**config.mk**
```make
export PLATFORM = sky130hd
export DESIGN_NAME = exp6_controle_rodadas
export DESIGN_NICKNAME = d
export VERILOG_FILES = /design/src/rtl/exp6_controle_rodadas_pkg.sv /design/src/rtl/exp6_controle_rodadas_contador_m.sv /design/src/rtl/exp6_controle_rodadas.sv
export SDC_FILE = /design/constraint.sdc
export NUM_CORES = 1
export LEC_CHECK = 0
export CAP_MARGIN = 0
export CORE_ASPECT_RATIO = 0.5
export CORE_MARGIN = 2
export CORE_UTILIZATION = 50
export DETAILED_ROUTE_END_ITERATION = 12
export DONT_BUFFER_PORTS = 1
export GPL_ROUTABILITY_DRIVEN = 0
export MAX_ROUTING_LAYER = met4
export SLEW_MARGIN = 5
export SYNTH_ARGS = -nofsm -noshare
export SYNTH_HDL_FRONTEND = slang
export SYNTH_SLANG_ARGS = --single-unit
```
**constraint.sdc**
```tcl
create_clock -name clock -period 4.1 [get_ports clock]
set_input_delay 0.82 -clock clock [delete_from_list [all_inputs] [get_ports clock]]
set_output_delay 0.82 -clock clock [all_outputs]
set_load 0.01 [all_outputs]
```
**src/rtl/exp6_controle_rodadas_pkg.sv**
```systemverilog
// Shared state codes for the round-control FSM of the memory game.
// Imported by the FSM, debug decoders and benches so codes never diverge.
package exp6_controle_rodadas_pkg;

    typedef enum logic [3:0] {
        INICIAL        = 4'h0,
        PREPARACAO     = 4'h1,
        INICIO_RODADA  = 4'h2,
        ESPERA         = 4'h3,
        REGISTRA       = 4'h4,
        COMPARACAO     = 4'h5,
        PROXIMA_JOGADA = 4'h6,
        FIM_RODADA     = 4'h7,
        PERDE_VIDA     = 4'h8,
        FINAL_ACERTO   = 4'h9,
        FINAL_ERRO     = 4'hA,
        FINAL_TIMEOUT  = 4'hF
    } estado_t;

    function automatic logic eh_final(estado_t e);
        return (e == FINAL_ACERTO) || (e == FINAL_ERRO) ||
               (e == FINAL_TIMEOUT);
    endfunction

endpackage

```
**src/rtl/exp6_controle_rodadas_contador_m.sv**
```systemverilog
// Generic modulo-M counter with sync clear, enable and end-of-count flag.
// Ports: clock, reset (async, low), clear, enable -> fim (count == M-1).
module contador_m #(
    parameter int M = 100
) (
    input  logic clock,
    input  logic reset,
    input  logic clear,
    input  logic enable,
    output logic fim
);

    localparam int QW = (M > 1) ? $clog2(M) : 1;
    localparam logic [QW-1:0] ULT = QW'(M - 1);

    logic [QW-1:0] q;

    always_ff @(posedge clock or negedge reset) begin
        if (!reset) begin
            q <= '0;
        end else if (clear) begin
            q <= '0;
        end else if (enable) begin
            q <= (q == ULT) ? '0 : q + QW'(1);
        end
    end

    assign fim = (q == ULT);

endmodule

```
**src/rtl/exp6_controle_rodadas.sv**
```systemverilog
// Round-control FSM for the memory game: rounds, plays, lives, timeout.
// In: clock, reset, iniciar, modo, jogada, igual. Out: endereco, rodada,
// zeraR, registraR, vidas, acertou, errou, pronto, db_timeout, db_estado.
module exp6_controle_rodadas
    import exp6_controle_rodadas_pkg::*;
#(
    parameter int N_RODADAS      = 16,
    parameter int N_CURTO        = 4,
    parameter int N_VIDAS        = 3,
    parameter int TIMEOUT_CICLOS = 5000
) (
    input  logic                         clock,
    input  logic                         reset,
    input  logic                         iniciar,
    input  logic                         modo,
    input  logic                         jogada,
    input  logic                         igual,
    output logic [$clog2(N_RODADAS)-1:0] endereco,
    output logic [$clog2(N_RODADAS)-1:0] rodada,
    output logic                         zeraR,
    output logic                         registraR,
    output logic [2:0]                   vidas,
    output logic                         acertou,
    output logic                         errou,
    output logic                         pronto,
    output logic                         db_timeout,
    output logic [3:0]                   db_estado
);

    localparam int W = $clog2(N_RODADAS);
    localparam logic [W-1:0] ULT_NORMAL = W'(N_RODADAS - 1);
    localparam logic [W-1:0] ULT_CURTO  = W'(N_CURTO - 1);
    localparam logic [W-1:0] UM         = W'(1);

    estado_t        estado;
    logic           modo_r;
    logic           fim_tempo;
    logic           timeout;
    logic [W-1:0]   ultima;

    // Last round index, fixed by the mode latched at game start.
    assign ultima  = modo_r ? ULT_CURTO : ULT_NORMAL;
    assign timeout = (estado == ESPERA) && fim_tempo;

    contador_m #(
        .M (TIMEOUT_CICLOS)
    ) u_timeout (
        .clock  (clock),
        .reset  (reset),
        .clear  ((estado == INICIO_RODADA) ||
                 (estado == PROXIMA_JOGADA)),
        .enable (estado == ESPERA),
        .fim    (fim_tempo)
    );

    always_ff @(posedge clock or negedge reset) begin
        if (!reset) begin
            estado   <= INICIAL;
            endereco <= '0;
            rodada   <= '0;
            vidas    <= '0;
            modo_r   <= 1'b0;
        end else begin
            case (estado)
                INICIAL: begin
                    if (iniciar) estado <= PREPARACAO;
                end
                PREPARACAO: begin
                    rodada   <= '0;
                    endereco <= '0;
                    vidas    <= 3'(N_VIDAS);
                    modo_r   <= modo;
                    estado   <= INICIO_RODADA;
                end
                INICIO_RODADA: begin
                    endereco <= '0;
                    estado   <= ESPERA;
                end
                ESPERA: begin
                    // Timeout has priority over a play in the same cycle.
                    if (timeout)     estado <= FINAL_TIMEOUT;
                    else if (jogada) estado <= REGISTRA;
                end
                REGISTRA: begin
                    estado <= COMPARACAO;
                end
                COMPARACAO: begin
                    if (!igual)
                        estado <= (vidas > 3'd1) ? PERDE_VIDA : FINAL_ERRO;
                    else if (endereco < rodada)
                        estado <= PROXIMA_JOGADA;
                    else if (rodada == ultima)
                        estado <= FINAL_ACERTO;
                    else
                        estado <= FIM_RODADA;
                end
                PROXIMA_JOGADA: begin
                    endereco <= endereco + UM;
                    estado   <= ESPERA;
                end
                FIM_RODADA: begin
                    rodada <= rodada + UM;
                    estado <= INICIO_RODADA;
                end
                PERDE_VIDA: begin
                    // Same round is replayed from its first play.
                    vidas  <= vidas - 3'd1;
                    estado <= INICIO_RODADA;
                end
                FINAL_ACERTO, FINAL_ERRO, FINAL_TIMEOUT: begin
                    if (iniciar) estado <= PREPARACAO;
                end
                default: begin
                    estado <= INICIAL;
                end
            endcase
        end
    end

    assign db_estado  = estado;
    assign zeraR      = (estado == PREPARACAO) ||
                        (estado == INICIO_RODADA);
    assign registraR  = (estado == REGISTRA);
    assign acertou    = (estado == FINAL_ACERTO);
    assign errou      = (estado == FINAL_ERRO);
    assign db_timeout = (estado == FINAL_TIMEOUT);
    assign pronto     = eh_final(estado);

endmodule

```
==> run_results.csv, run 1 <==
group,metric,value,unit
status,outcome,"finished clean",
drt,drcViolationCount,0,
logic_synthesis,async_flop_share,1.00,
drt,drt_pass1_iterations,4,
logic_synthesis,yosys_warnings,0,
drt,wl,4310,um
timing,clock-skew-final,0.00682,ns
die,io_pins,27,
clocking,clockBufferDepth,2,
clocking,clk_pin_slew_worst_paths,0.07,ns
hold_path,hp-class,"input port to async pin",
die,core_area,3860,sq um
clocking,cts.repair.resized,0,
logic_synthesis,synth_fp_nets,254,
drt,vias_per_cell,5.89,
logic_synthesis,seq_area_frac_synth,0.366,
global_routing,grt_max_degree,34,
setup_path,critical_path_required,3.28,ns
placed_design,io_buffers,0,
die,die_area,4520,sq um
clocking,cts_root_buf,"clkbuf_8",
drt,wl_per_cell,14.9,um
global_routing,grt_pass1_vias,1454,
setup_path,crit_type,"register to output pin",
clocking,cts_htree_levels,2,
finish,layout-drive-gt1-share,0.0638,
global_routing,grt_pass1_wl,7180,um
timing,period_minus_slack,2.81,ns
power_and_ir_drop,power_density,670,nW/um^2
global_routing,gr-usage-all-layers,0.210,
timing,fmax,356,MHz
setup_path,worst_setup_path_end_kind,"output pin",
timing,rsz0062_at_grt,"false",
logic_synthesis,synth_edf_count,0,
clocking,clk_latency,0.28,ns
die,die_x,93.1,um
clocking,clock_sinks,29,
global_routing,grt_overflow,0,
drt,vias,1701,
timing,drv_slew,0,
placed_design,dpl.hpwl,2940,um
drt,drt-initial-drc-count,113,
global_routing,grt_antenna_before_repair,0,
logic_synthesis,syn_area_per_cell,8.27,sq um
setup_path,critPathArrivalTime,1.99,ns
clocking,numCtsBuffers,5,
die,rows,16,
finish,multi_input_area,1130,sq um
timing,setup_violations,0,
die,start_util,0.514,
logic_synthesis,netlist_instances,240,
finish,diodes,0,
power_and_ir_drop,vdd_drop_max,0.000217,V
timing,slew_headroom,0.354,
finish,nFillCells,369,
die,die_h,48.5,um
logic_synthesis,synth_cell_types,52,
finish,layout.area.seq,726,sq um
timing,post-route-period-util,0.685,
clocking,postCtsSetupRepairBufs,0,
setup_path,cp_max_fo,33,
timing,worst_pin_slew,0.970,ns
clocking,cts_tree,"done",
finish,nets,249,
clocking,cts_hold_buf,0,
setup_path,r2r_slack,1.67,ns
logic_synthesis,synthFlopType,"dfrtp_1",
drt,ant_nets,0,
logic_synthesis,synth_area,1980,sq um
setup_path,start_kind,"register",
logic_synthesis,ys_ff_latch,29,
power_and_ir_drop,leakage,0.901,nW
timing,worst_hold_slack,0.226,ns
flow_run,maxCapViolations,0,
timing,fin_tns_setup,0,ns
timing,hold_violations,0,
finish,area_growth,4.22,%
## state kept, by name, indices dropped and copies added (netlist names)
signal       cells
u_timeout.q     13
db_estado        4
modo_r           1
vidas            3
endereco         4
rodada           4
## report_power, final
part / total, W / switching (W) / internal, W
Clock: 0.000239 / 0.000106 / 0.000133
Combinational: 0.000573 / 0.000318 / 0.000256
Sequential: 0.000573 / 0.000220 / 0.000353
Total: 0.00139 / 0.000645 / 0.000741
## routing by layer
metal / global-route usage / wire, um
met3: 0.0576 / 206
met5: - / 0
met2: 0.300 / 1870
met4: 0.0588 / 40
met1: 0.296 / 2200
## cells in the mapped netlist (2+ instances only)
library cell  number  share of area
dfrtp_1           29           0.37
nor2_1            27          0.051
nand2_1           22          0.042
o21ai_0           22          0.055
inv_1             16          0.030
a21oi_1           12          0.030
nor3_1            10          0.025
nand3_1            9          0.023
ha_1               8          0.050
nand2b_1           8          0.025
clkbuf_1           7          0.013
a22o_1             6          0.026
nand4_1            5          0.016
xnor2_1            4          0.018
a31oi_1            3         0.0095
buf_6              3          0.017
a22oi_1            2         0.0076
a41oi_1            2         0.0088
and3_1             2         0.0063
buf_2              2         0.0050
nand3b_1           2         0.0076
nor2b_1            2         0.0063
nor3b_1            2         0.0076
nor4_1             2         0.0063
o21ai_1            2         0.0050
o22a_1             2         0.0088
o22ai_1            2         0.0063
or4bb_2            2          0.013
xor2_1             2         0.0088
## worst paths after layout
check	start	endpoint	depth (start not counted)
worst max-delay path	db_estado[0]	pronto	2
min in group clock	u_timeout.q[0]	u_timeout.q[0]	1
worst min register to register	u_timeout.q[0]	u_timeout.q[0]	1
worst max register to register	db_estado[0]	u_timeout.q[11]	4
max in group asynchronous	reset	u_timeout.q[11]	0
worst min-delay path	reset	endereco[1]	0
## metrics by stage
step | power, W | cells | area, sq um | utilization | worst slack (ns)
after floorplan | 0.00104 | 240 | 1980 | - | 1.71
after global placement | 0.00114 | 282 | 1980 | 0.513 | 1.61
after detailed placement | 0.00115 | 282 | 1980 | 0.513 | 1.58
after CTS | 0.00139 | 289 | 2070 | 0.535 | 1.27
after global routing | 0.00153 | 289 | 2070 | 0.535 | 1.14
final | 0.00139 | 289 | 2070 | 0.535 | 1.29
## cell families (layout without fill, tap and decap cells)
kind of cell	Yosys count	count (layout)	share of synthesized area
flip-flops	29	29	0.366
buffers and inverters	28	23	0.0656
AO/OA/AOI/OAI	65	65	0.213
AND/OR/NAND/NOR	102	102	0.269
XOR/XNOR	6	6	0.0265
multiplexers	2	2	0.0107
adder cells (fa/ha/maj)	8	8	0.0504
## critical path: stages, from the launching register on
cell and delay, ns:
dfrtp_1 0.74, or4bb_2 0.80, nand3_1 0.17
## layout make-up
| class | instances | share of cell area |
|---|---|---|
| Sequential cell | 29 | 0.351 |
| Clock buffer | 7 | 0.0417 |
| Inverter | 16 | 0.0290 |
| Tap cell | 54 | 0.0327 |
| Multi-Input combinational cell | 183 | 0.546 |
## cells in the final DEF (no fill, tap or decap), types with 3 or more instances in the layout
| cell type | Yosys | final |
|---|---|---|
| nor2_1 | 27 | 27 |
| dfrtp_1 | 29 | 29 |
| xnor2_1 | 4 | 4 |
| a22o_1 | 6 | 6 |
| nand4_1 | 5 | 5 |
| o21ai_0 | 22 | 22 |
| a31oi_1 | 3 | 3 |
| a21oi_1 | 12 | 12 |
| nand3_1 | 9 | 9 |
| nand2_1 | 22 | 22 |
| nand2b_1 | 8 | 8 |
| inv_1 | 16 | 16 |
| ha_1 | 8 | 8 |
| nor3_1 | 10 | 10 |
| clkbuf_8 | 0 | 6 |
(Power assumes the default switching activity.)
==> run 2, diff against run 1 <==
--- a/config.mk
+++ b/config.mk
@@ -13,6 +13,7 @@
 export DONT_BUFFER_PORTS = 1
 export GPL_ROUTABILITY_DRIVEN = 0
 export MAX_ROUTING_LAYER = met4
+export PLACE_DENSITY = 0.68
 export SLEW_MARGIN = 5
 export SYNTH_ARGS = -nofsm -noshare
 export SYNTH_HDL_FRONTEND = slang
==> constraint.sdc (replaced) <==
create_clock -name clock -period 2.45 [get_ports clock]
set_input_delay 0.49 -clock clock [delete_from_list [all_inputs] [get_ports clock]]
set_output_delay 0.49 -clock clock [all_outputs]
set_load 0.01 [all_outputs]
==> run 2 against run 1 <==
Flip-flop and latch count stayed put. Register-to-register slack got worse by 1.4 ns. Critical path type is now register to register. Cell area increased by 2.8%. Combinational power rose by 110%. Count of clock-buffer cells in the layout stayed put. Global-route usage up 0.57 points. Largest power group is now combinational logic. Sequential power is 36% higher.
==> run_results.csv, run 2 (same netlist as run 1, synthesis figures left out) <==
group,metric,value,unit
status,outcome,"finished clean",
drt,ant_nets,0,
setup_path,worstSetupStartpoint,"u_timeout.q[4]",
power_and_ir_drop,swShare,0.466,
finish,layout-drive-gt1-share,0.0871,
global_routing,grt_pass1_vias,1626,
setup_path,r2r_end,"db_estado[1]",
drt,vias_per_cell,6.04,
die,die_x,93.1,um
setup_path,r2r_slack,0.25,ns
setup_path,reg2regPathDepth,5,
global_routing,grt_pass1_wl,7530,um
finish,post-route-util,0.550,
finish,layout.cells.most_common,"dfrtp_1",
finish,layout.area.seq,726,sq um
power_and_ir_drop,power_density,1130,nW/um^2
drt,vias,1782,
hold_path,hp-class,"input port to async pin",
finish,mostFrequentLayoutCells,"29 x dfrtp_1, 27 x nor2_1, 22 x nand2_1, 22 x o21ai_0, 16 x inv_1",
setup_path,start_kind,"register",
setup_path,crit_type,"register to register",
setup_path,worst_setup_path_end_kind,"register",
drt,wl_per_cell,15.3,um
timing,setup_violations,0,
power_and_ir_drop,pwr-share-seq,0.325,
power_and_ir_drop,p_clk_frac,0.170,
drt,drt-initial-drc-count,116,
finish,area_growth,7.12,%
die,io_pins,27,
timing,period_minus_slack,2.20,ns
timing,drv_slew,0,
setup_path,crit_family,"simple AND/OR/NAND/NOR gates",
power_and_ir_drop,combPwrFrac,0.505,
die,core_area,3860,sq um
timing,clock-skew-final,0.0105,ns
clocking,numCtsBuffers,5,
setup_path,critical_path_required,2.62,ns
power_and_ir_drop,leakage,0.936,nW
clocking,cts_root_buf,"clkbuf_8",
global_routing,grt_antenna_before_repair,0,
timing,worst_pin_slew,0.600,ns
timing,rsz0062_at_grt,"false",
timing,post-route-period-util,0.898,
power_and_ir_drop,switching_power,0.00112,W
finish,nFillCells,354,
timing,fmax,454,MHz
clocking,clk_latency,0.28,ns
global_routing,grt_max_degree,31,
timing,hold_violations,0,
clocking,postCtsSetupRepairBufs,0,
die,rows,16,
placed_design,io_buffers,0,
die,die_area,4520,sq um
clocking,clk_pin_slew_worst_paths,0.07,ns
setup_path,cp_max_fo,5,
clocking,cts_tree,"done",
clocking,cts_htree_levels,2,
power_and_ir_drop,p_int,0.00128,W
setup_path,crit_slowest_cell,"or4b_4",
finish,largest_reg_flops,13,
clocking,cts.repair.resized,0,
power_and_ir_drop,vdd_drop_max,0.000387,V
drt,drcViolationCount,0,
finish,multi_input_area,1130,sq um
power_and_ir_drop,total_power,0.00240,W
global_routing,gr-usage-all-layers,0.216,
global_routing,grt_overflow,0,
timing,worst_hold_slack,0.0196,ns
setup_path,cp_num_buf_inv,0,
flow_run,maxCapViolations,0,
placed_design,dpl.hpwl,3150,um
clocking,cts_hold_buf,1,
setup_path,crit_chain,"or4b_4, or4_4, a21oi_4, o21ai_1, a211o_1",
drt,drt_pass1_iterations,5,
die,die_h,48.5,um
finish,regMostFlops,"u_timeout.q",
setup_path,crit_path_max_incr_delay,0.56,ns
setup_path,r2r-start,"u_timeout.q[4]",
finish,diodes,0,
timing,slew_headroom,0.599,
timing,fin_tns_setup,0,ns
finish,nets,255,
die,start_util,0.514,
setup_path,critPathArrivalTime,2.37,ns
clocking,clockBufferDepth,2,
drt,wl,4530,um
clocking,clock_sinks,29,
## run 2: per-stage QoR
stage               setup WS [ns]  instance area (sq um)  cells
floorplan                   0.347                   1980    240
global placement            0.300                   2020    287
detailed placement          0.263                   2020    287
CTS                         0.265                   2130    295
global route                0.163                   2130    295
finish                      0.249                   2130    295
## run 2: how the worst max path moves through the flow
stage	endpoint	slack (ns)	cells past startpoint
floorplan	db_estado[1]	0.35	5
global placement	db_estado[1]	0.30	5
detailed placement	db_estado[1]	0.26	5
CTS	db_estado[1]	0.27	5
global route	db_estado[1]	0.16	5
finish	db_estado[1]	0.25	5
## run 2: layout make-up
type                       count  share of cell area
clock buffer                   7              0.0406
inverter                      16              0.0283
multi-input combinational    183               0.531
sequential                    29               0.341
tap                           54              0.0318
timing repair buffer           6              0.0271
## run 2: layer usage
layer / GRT usage / wire length (um) / vias to the layer above
met5: - / 0 / -
met4: 0.0564 / 52 / 0
met3: 0.0732 / 303 / 9
met2: 0.327 / 2100 / 58
met1: 0.280 / 2070 / 856
li1: - / - / 859
## run 2: power by group through the flow
stage | clock network [W] | logic (W) | registers, W
2_1_floorplan | 0 | 0.000973 | 0.000762
3_3_place_gp | 0 | 0.00116 | 0.000777
3_5_place_dp | 0 | 0.00119 | 0.000786
4_1_cts | 0.000417 | 0.00120 | 0.000778
5_1_grt | 0.000439 | 0.00136 | 0.000800
6_report | 0.000407 | 0.00121 | 0.000779
